<file path="src/rtl/pipeline_pkg.sv">
// Shared pipeline types: forwarding select codes, hazard FSM states and
// the scoreboard entry layout used by the hazard controller.
package pipeline_pkg;

  localparam logic [1:0] FWD_RF   = 2'b00;
  localparam logic [1:0] FWD_EXDM = 2'b10;
  localparam logic [1:0] FWD_DMWB = 2'b01;

  typedef enum logic {
    RUN,
    FLUSH
  } state_e;

  typedef struct packed {
    logic       valid;
    logic [4:0] rd;
    logic       is_load;
    logic [4:0] rs;
    logic [4:0] rt;
    logic       uses_rs;
    logic       uses_rt;
  } sb_entry_t;

  localparam sb_entry_t SB_EMPTY = '0;

  function automatic logic sb_hit(
    sb_entry_t  e,
    logic [4:0] r
  );
    return e.valid && (r != 5'd0) && (e.rd == r);
  endfunction

  function automatic logic [1:0] fwd_sel(
    sb_entry_t  dm,
    sb_entry_t  wb,
    logic       use_r,
    logic [4:0] r
  );
    if (!use_r)        return FWD_RF;
    if (sb_hit(dm, r)) return FWD_EXDM;
    if (sb_hit(wb, r)) return FWD_DMWB;
    return FWD_RF;
  endfunction

endpackage

</file>
<file path="src/rtl/hazard_scoreboard.sv">
// Three-entry EX/DM/WB destination tracker with hazard and forward matches.
// FORWARDING_EN selects load-use-only stalls plus forwarding selects.
module hazard_scoreboard
  import pipeline_pkg::*;
(
  input  logic       clk_i,
  input  logic       reset_i,
  input  logic       bubble_i,
  input  logic       id_valid_i,
  input  logic [4:0] id_rs_i,
  input  logic [4:0] id_rt_i,
  input  logic       id_uses_rs_i,
  input  logic       id_uses_rt_i,
  input  logic       id_reg_write_i,
  input  logic [4:0] id_dst_i,
  input  logic       id_mem_read_i,
  output logic       stall_o,
  output logic [1:0] fwd_a_o,
  output logic [1:0] fwd_b_o
);

  sb_entry_t ex_d, ex_q, dm_q, wb_q;
  logic      rs_rd, rt_rd;
  logic      sb_unused;

  // Sources stay recorded for non-writing instructions so forwarding
  // still sees them; only the destination is marked invalid.
  always_comb begin
    ex_d = SB_EMPTY;
    if (!bubble_i && id_valid_i) begin
      ex_d.valid   = id_reg_write_i && (id_dst_i != 5'd0);
      ex_d.rd      = id_dst_i;
      ex_d.is_load = id_mem_read_i;
      ex_d.rs      = id_rs_i;
      ex_d.rt      = id_rt_i;
      ex_d.uses_rs = id_uses_rs_i;
      ex_d.uses_rt = id_uses_rt_i;
    end
  end

  always_ff @(posedge clk_i) begin
    if (reset_i) begin
      ex_q <= SB_EMPTY;
      dm_q <= SB_EMPTY;
      wb_q <= SB_EMPTY;
    end else begin
      ex_q <= ex_d;
      dm_q <= ex_q;
      wb_q <= dm_q;
    end
  end

  assign rs_rd = id_valid_i && id_uses_rs_i;
  assign rt_rd = id_valid_i && id_uses_rt_i;

`ifdef FORWARDING_EN
  assign stall_o = ex_q.is_load &&
                   ((rs_rd && sb_hit(ex_q, id_rs_i)) ||
                    (rt_rd && sb_hit(ex_q, id_rt_i)));
  assign fwd_a_o = fwd_sel(dm_q, wb_q, ex_q.uses_rs, ex_q.rs);
  assign fwd_b_o = fwd_sel(dm_q, wb_q, ex_q.uses_rt, ex_q.rt);
`else
  assign stall_o = (rs_rd && (sb_hit(ex_q, id_rs_i) ||
                              sb_hit(dm_q, id_rs_i) ||
                              sb_hit(wb_q, id_rs_i))) ||
                   (rt_rd && (sb_hit(ex_q, id_rt_i) ||
                              sb_hit(dm_q, id_rt_i) ||
                              sb_hit(wb_q, id_rt_i)));
  assign fwd_a_o = FWD_RF;
  assign fwd_b_o = FWD_RF;
`endif

  assign sb_unused = ^wb_q;

endmodule

</file>
<file path="src/rtl/pipeline_hazard_ctrl.sv">
// Hazard controller: sequences stalls, branch flushes and EX forwarding.
// Define FORWARDING_EN to forward results instead of stalling on RAW.
module pipeline_hazard_ctrl
  import pipeline_pkg::*;
#(
  parameter int FLUSH_CYCLES = 1,
  parameter int CNT_W        = 32
) (
  input  logic             clk,
  input  logic             reset,
  input  logic             id_valid,
  input  logic [4:0]       id_rs,
  input  logic [4:0]       id_rt,
  input  logic             id_uses_rs,
  input  logic             id_uses_rt,
  input  logic             id_reg_write,
  input  logic [4:0]       id_dst,
  input  logic             id_mem_read,
  input  logic             ex_branch_taken,
  output logic             pc_write_en,
  output logic             if_id_write_en,
  output logic             if_id_flush,
  output logic             id_ex_bubble,
  output logic [1:0]       fwd_a,
  output logic [1:0]       fwd_b,
  output logic [CNT_W-1:0] stall_cnt,
  output logic [CNT_W-1:0] flush_cnt
);

  localparam logic [1:0] FC_LAST = 2'(FLUSH_CYCLES - 1);

  state_e           state_d, state_q;
  logic [1:0]       cnt_d, cnt_q;
  logic [CNT_W-1:0] stall_q, flush_q;
  logic             hazard, flushing, stalling;
  logic [1:0]       sb_fwd_a, sb_fwd_b;

  hazard_scoreboard u_sb (
    .clk_i          (clk),
    .reset_i        (reset),
    .bubble_i       (id_ex_bubble),
    .id_valid_i     (id_valid),
    .id_rs_i        (id_rs),
    .id_rt_i        (id_rt),
    .id_uses_rs_i   (id_uses_rs),
    .id_uses_rt_i   (id_uses_rt),
    .id_reg_write_i (id_reg_write),
    .id_dst_i       (id_dst),
    .id_mem_read_i  (id_mem_read),
    .stall_o        (hazard),
    .fwd_a_o        (sb_fwd_a),
    .fwd_b_o        (sb_fwd_b)
  );

  // The first flush cycle happens in RUN; FLUSH covers the rest.
  always_comb begin
    state_d = state_q;
    cnt_d   = cnt_q;
    if (ex_branch_taken) begin
      if (FLUSH_CYCLES > 1) begin
        state_d = FLUSH;
        cnt_d   = FC_LAST;
      end
    end else if (state_q == FLUSH) begin
      cnt_d = cnt_q - 2'd1;
      if (cnt_q == 2'd1) state_d = RUN;
    end
  end

  assign flushing = ex_branch_taken || (state_q == FLUSH);
  assign stalling = hazard && !flushing;

  always_comb begin
    pc_write_en    = 1'b1;
    if_id_write_en = 1'b1;
    if_id_flush    = 1'b0;
    id_ex_bubble   = 1'b0;
    fwd_a          = sb_fwd_a;
    fwd_b          = sb_fwd_b;
    if (reset) begin
      pc_write_en    = 1'b0;
      if_id_write_en = 1'b0;
      if_id_flush    = 1'b1;
      id_ex_bubble   = 1'b1;
      fwd_a          = FWD_RF;
      fwd_b          = FWD_RF;
    end else if (flushing) begin
      if_id_flush  = 1'b1;
      id_ex_bubble = 1'b1;
    end else if (hazard) begin
      pc_write_en    = 1'b0;
      if_id_write_en = 1'b0;
      id_ex_bubble   = 1'b1;
    end
  end

  always_ff @(posedge clk) begin
    if (reset) begin
      state_q <= RUN;
      cnt_q   <= 2'd0;
      stall_q <= '0;
      flush_q <= '0;
    end else begin
      state_q <= state_d;
      cnt_q   <= cnt_d;
      if (stalling && !(&stall_q)) stall_q <= stall_q + CNT_W'(1);
      if (flushing && !(&flush_q)) flush_q <= flush_q + CNT_W'(1);
    end
  end

  assign stall_cnt = stall_q;
  assign flush_cnt = flush_q;

endmodule
</file>
<file path="config.mk">
export PLATFORM = sky130hd
export DESIGN_NAME = pipeline_hazard_ctrl
export DESIGN_NICKNAME = d
export VERILOG_FILES = /design/src/rtl/pipeline_pkg.sv /design/src/rtl/hazard_scoreboard.sv /design/src/rtl/pipeline_hazard_ctrl.sv
export SDC_FILE = /design/constraint.sdc
export NUM_CORES = 1
export LEC_CHECK = 0
export CORE_MARGIN = 3
export CORE_UTILIZATION = 51
export DETAILED_ROUTE_END_ITERATION = 6
export PLACE_DENSITY = 0.85
export RECOVER_POWER = 50
export SYNTH_ARGS = -nofsm -noshare
export SYNTH_HDL_FRONTEND = slang
export SYNTH_SLANG_ARGS = --single-unit
</file>
<file path="constraint.sdc">
create_clock -name clk -period 2.5 [get_ports clk]
set_input_delay 0.25 -clock clk [delete_from_list [all_inputs] [get_ports clk]]
set_output_delay 0.25 -clock clk [all_outputs]
set_load 0.05 [all_outputs]
</file>
==> impl_metrics.yaml <==
sta:
  timing.final.crit_period_ps: 2460
  final_max_slew_viol_count: 0
  hold_slack_ps: 431
  setup_slack_ps: 44.4
  finalHoldViolCount: 0
  period_share_pct: 98.2
  fmax_ghz: 0.407
  setup_viol: 0
  slew-limit-headroom_pct: 39.2
  fin_worst_skew_ps: 8.02
  rsz0062_at_grt: "true"
  tightest_slew_ps: 911
power:
  power.share.clock_pct: 41.9
  p_int_mw: 2.07
  finalPower_mw: 2.69
  power_frac_comb_pct: 7.2
  seq_power_share_pct: 50.9
  p_leak_nw: 2.04
  power.net_switching_mw: 0.625
  p_sw_share_pct: 23.2
  power.density_nw_per_um2: 469
  ir_drop_mv: 0.311
cells_and_area:
  n_antenna_cell: 0
  syn_to_final_growth_pct: 35.1
  layout-drive-gt1-share_pct: 13.7
  register_area_um2: 1720
  layout.cells.non_filler: 732
  multiInputGateArea_um2: 2420
  fin_area_um2: 5730
  final_cell_mix: "clkdlybuf4s50_1 (76), dfxtp_1 (75), nor2_1 (59)"
  fillerInstances: 602
  final_common_cell: "clkdlybuf4s50_1"
  finalNetCount: 651
synthesis:
  synth_seq_cells: 85
  ys_warn_count: 0
  synthTopCellsByArea: "dfxtp_1 (40%), xor2_1 (8.7%), nor2_1 (5.3%)"
  synth_top_area_share_pct: 40.1
  ys_types: 42
  synthFlopType: "dfxtp_1"
  synth_edf_count: 0
  syn_inst: 509
  yosys.area.top_type: "dfxtp_1"
  synth_area_um2: 4240
  yosysSeqAreaShare_pct: 40.1
  async_flop_share_pct: 0
  syn_area_per_cell_um2: 8.34
route:
  drtIter0Drc: 134
  drc: 0
  antenna_left: 0
  via_per_inst: 5.63
  firstDrtPassIters: 5
  vias: 4121
  drt_wl_total_um: 10900
  wl_per_cell_um: 14.9
placement:
  place_hpwl_um: 7810
  placed_cells: 711
  placed_area_um2: 5390
  gp_congestion: 0.906
  port_buffers: 89
  pre_cts_slack_ps: -380
clock_network:
  cts_buffers: 9
  clkTransAtPathRegs_ps: 80
  clock_sinks: 85
  cts_root_buf: "clkbuf_8"
  htreeDepth: 3
  worstSkewPairLatency_ps: 360
  cts_tree: "done"
  cts_buffer_depth: 2
floorplanning:
  io_pins: 95
  die_x_um: 97.2
  initial_core_util_pct: 53.8
  fp.coreArea_um2: 7890
  die_h_um: 97.2
  fp-row-count: 32
  die_area_um2: 9450
worst_setup_path:
  cp.required_ps: 2250
  regToRegSetupSlack_ps: 140
  reg2regPathDepth: 8
  crit_arrival_ps: 2210
  crit_fanout: 2
  worstSetupPathType: "flop to primary output"
  cp-end-kind: "primary output"
  r2r-end: "stall_cnt[14]$_SDFFE_PP0P_"
  rr_startpoint: "u_sb.wb_q[13]$_SDFF_PP0_"
  critPathLaunchType: "flop"
grt:
  grtUsageMet3_pct: 4.24
  grt_pass1_wl_um: 18100
  grt_max_degree: 89
  first_global_vias: 3845
  use_met2_pct: 38.4
  gr-usage-all-layers_pct: 22.8
  antenna_found_initial: 1
  grt_busiest_layer: "met2"
  overflow: 0
  use_met1_pct: 28.4
min_path:
  hold_depth: 3
  min-delay-path-class: "primary input to flop"
  min-delay-start: "id_dst[2]"
  whs_endpoint: "u_sb.ex_q[15]$_SDFF_PP0_"
status:
  outcome: "finished, final reports clean"
run:
  cap_violations: 0
[power groups by stage]
stage               clock, mW  sequential [mW]  combinational, mW
finish                   1.13             1.37              0.193
global route             1.20             1.37              0.206
CTS                      1.15             1.37              0.188
detailed placement          0             1.40              0.186
global placement            0             1.40              0.182
floorplan                   0             1.41             0.0976
[through the flow]
step                util [%]  setup TNS, ps
detailed placement      68.3          -8050
CTS                     71.8              0
global placement        68.3          -7200
finish                  72.7              0
floorplan                  -              0
global route            72.7           -220
[cell usage after synthesis, types with 3 or more instances]
| library cell | count |
|---|---|
| o21ai_0 | 20 |
| nor4_1 | 11 |
| nor2b_1 | 20 |
| xor2_1 | 42 |
| and3_1 | 12 |
| nor3_1 | 7 |
| and4_1 | 5 |
| nand3_1 | 41 |
| nor2_1 | 60 |
| or2_2 | 3 |
| or3_1 | 20 |
| mux2_2 | 7 |
| xnor2_1 | 15 |
| nand3b_1 | 5 |
| inv_1 | 18 |
| o31ai_1 | 10 |
| ha_1 | 3 |
| or4_1 | 13 |
| a21oi_1 | 30 |
| dfxtp_1 | 85 |
| and2_1 | 4 |
| clkbuf_1 | 15 |
| nand2_1 | 21 |
| buf_4 | 5 |
| nand4_1 | 14 |
[how the worst max path moves through the flow]
stage                               start                          to  slack, ps  depth (start not counted)
3_3_place_gp                     id_rt[4]  stall_cnt[24]$_SDFFE_PP0P_       -290                          8
6_report         u_sb.wb_q[13]$_SDFF_PP0_              if_id_write_en         40                          9
2_1_floorplan  stall_cnt[11]$_SDFFE_PP0P_  stall_cnt[29]$_SDFFE_PP0P_         30                          6
4_1_cts          u_sb.wb_q[16]$_SDFF_PP0_                 pc_write_en         20                          9
5_1_grt          u_sb.wb_q[15]$_SDFF_PP0_              if_id_write_en        -90                          9
3_5_place_dp                     id_rt[2]  stall_cnt[24]$_SDFFE_PP0P_       -380                          8
[worst max-delay path, stage by stage (launching register included)]
cell and delay, ps:
dfxtp_2 330, xor2_1 150, nor4_1 300, nand3_1 110, and3_4 200, buf_6 120
o32ai_4 260, buf_6 140, nor2_4 40, buf_6 190
[cells by family (layout without fill, tap and decap cells)]
| kind of cell | Yosys count | after routing | synth area share (%) |
|---|---|---|---|
| simple gates | 244 | 244 | 31.2 |
| fa+ha+maj | 3 | 3 | 0.885 |
| flops | 85 | 85 | 40.1 |
| compound gates | 70 | 70 | 9.76 |
| buf+inv | 42 | 160 | 4.36 |
| mux | 7 | 7 | 1.86 |
| other cells | 1 | 4 | 0.0884 |
| xor+xnor | 57 | 57 | 11.8 |
[registers in the layout, indices dropped and copies added (netlist names)]
signal and count:
cnt_q 2, flush_cnt 32, stall_cnt 32, state_q 1
u_sb.dm_q 6, u_sb.ex_q 6, u_sb.wb_q 6
[per-layer routing]
metal | up-vias | share of wire (%)
li1 | 2022 | -
met1 | 1941 | 42
met2 | 134 | 50
met3 | 22 | 6.5
met4 | 2 | 1.8
met5 | - | 0.11
[timing repair]
item,in CTS,in global routing
buffers inserted,2,3
gates resized for setup,21,11
hold buffers,0,0
pin swaps,8,8
endpoints found under the setup margin,3,13
[final cells by class]
| type | count | share of cell area [%] |
|---|---|---|
| multi-input combinational | 385 | 42.2 |
| sequential | 85 | 29.9 |
| timing repair buffer | 126 | 20.4 |
| clock buffer | 12 | 2.71 |
| tap | 102 | 2.23 |
| clock inverter | 4 | 1.35 |
| inverter | 18 | 1.18 |
Note: power is estimated with default switching activity, not from simulation.
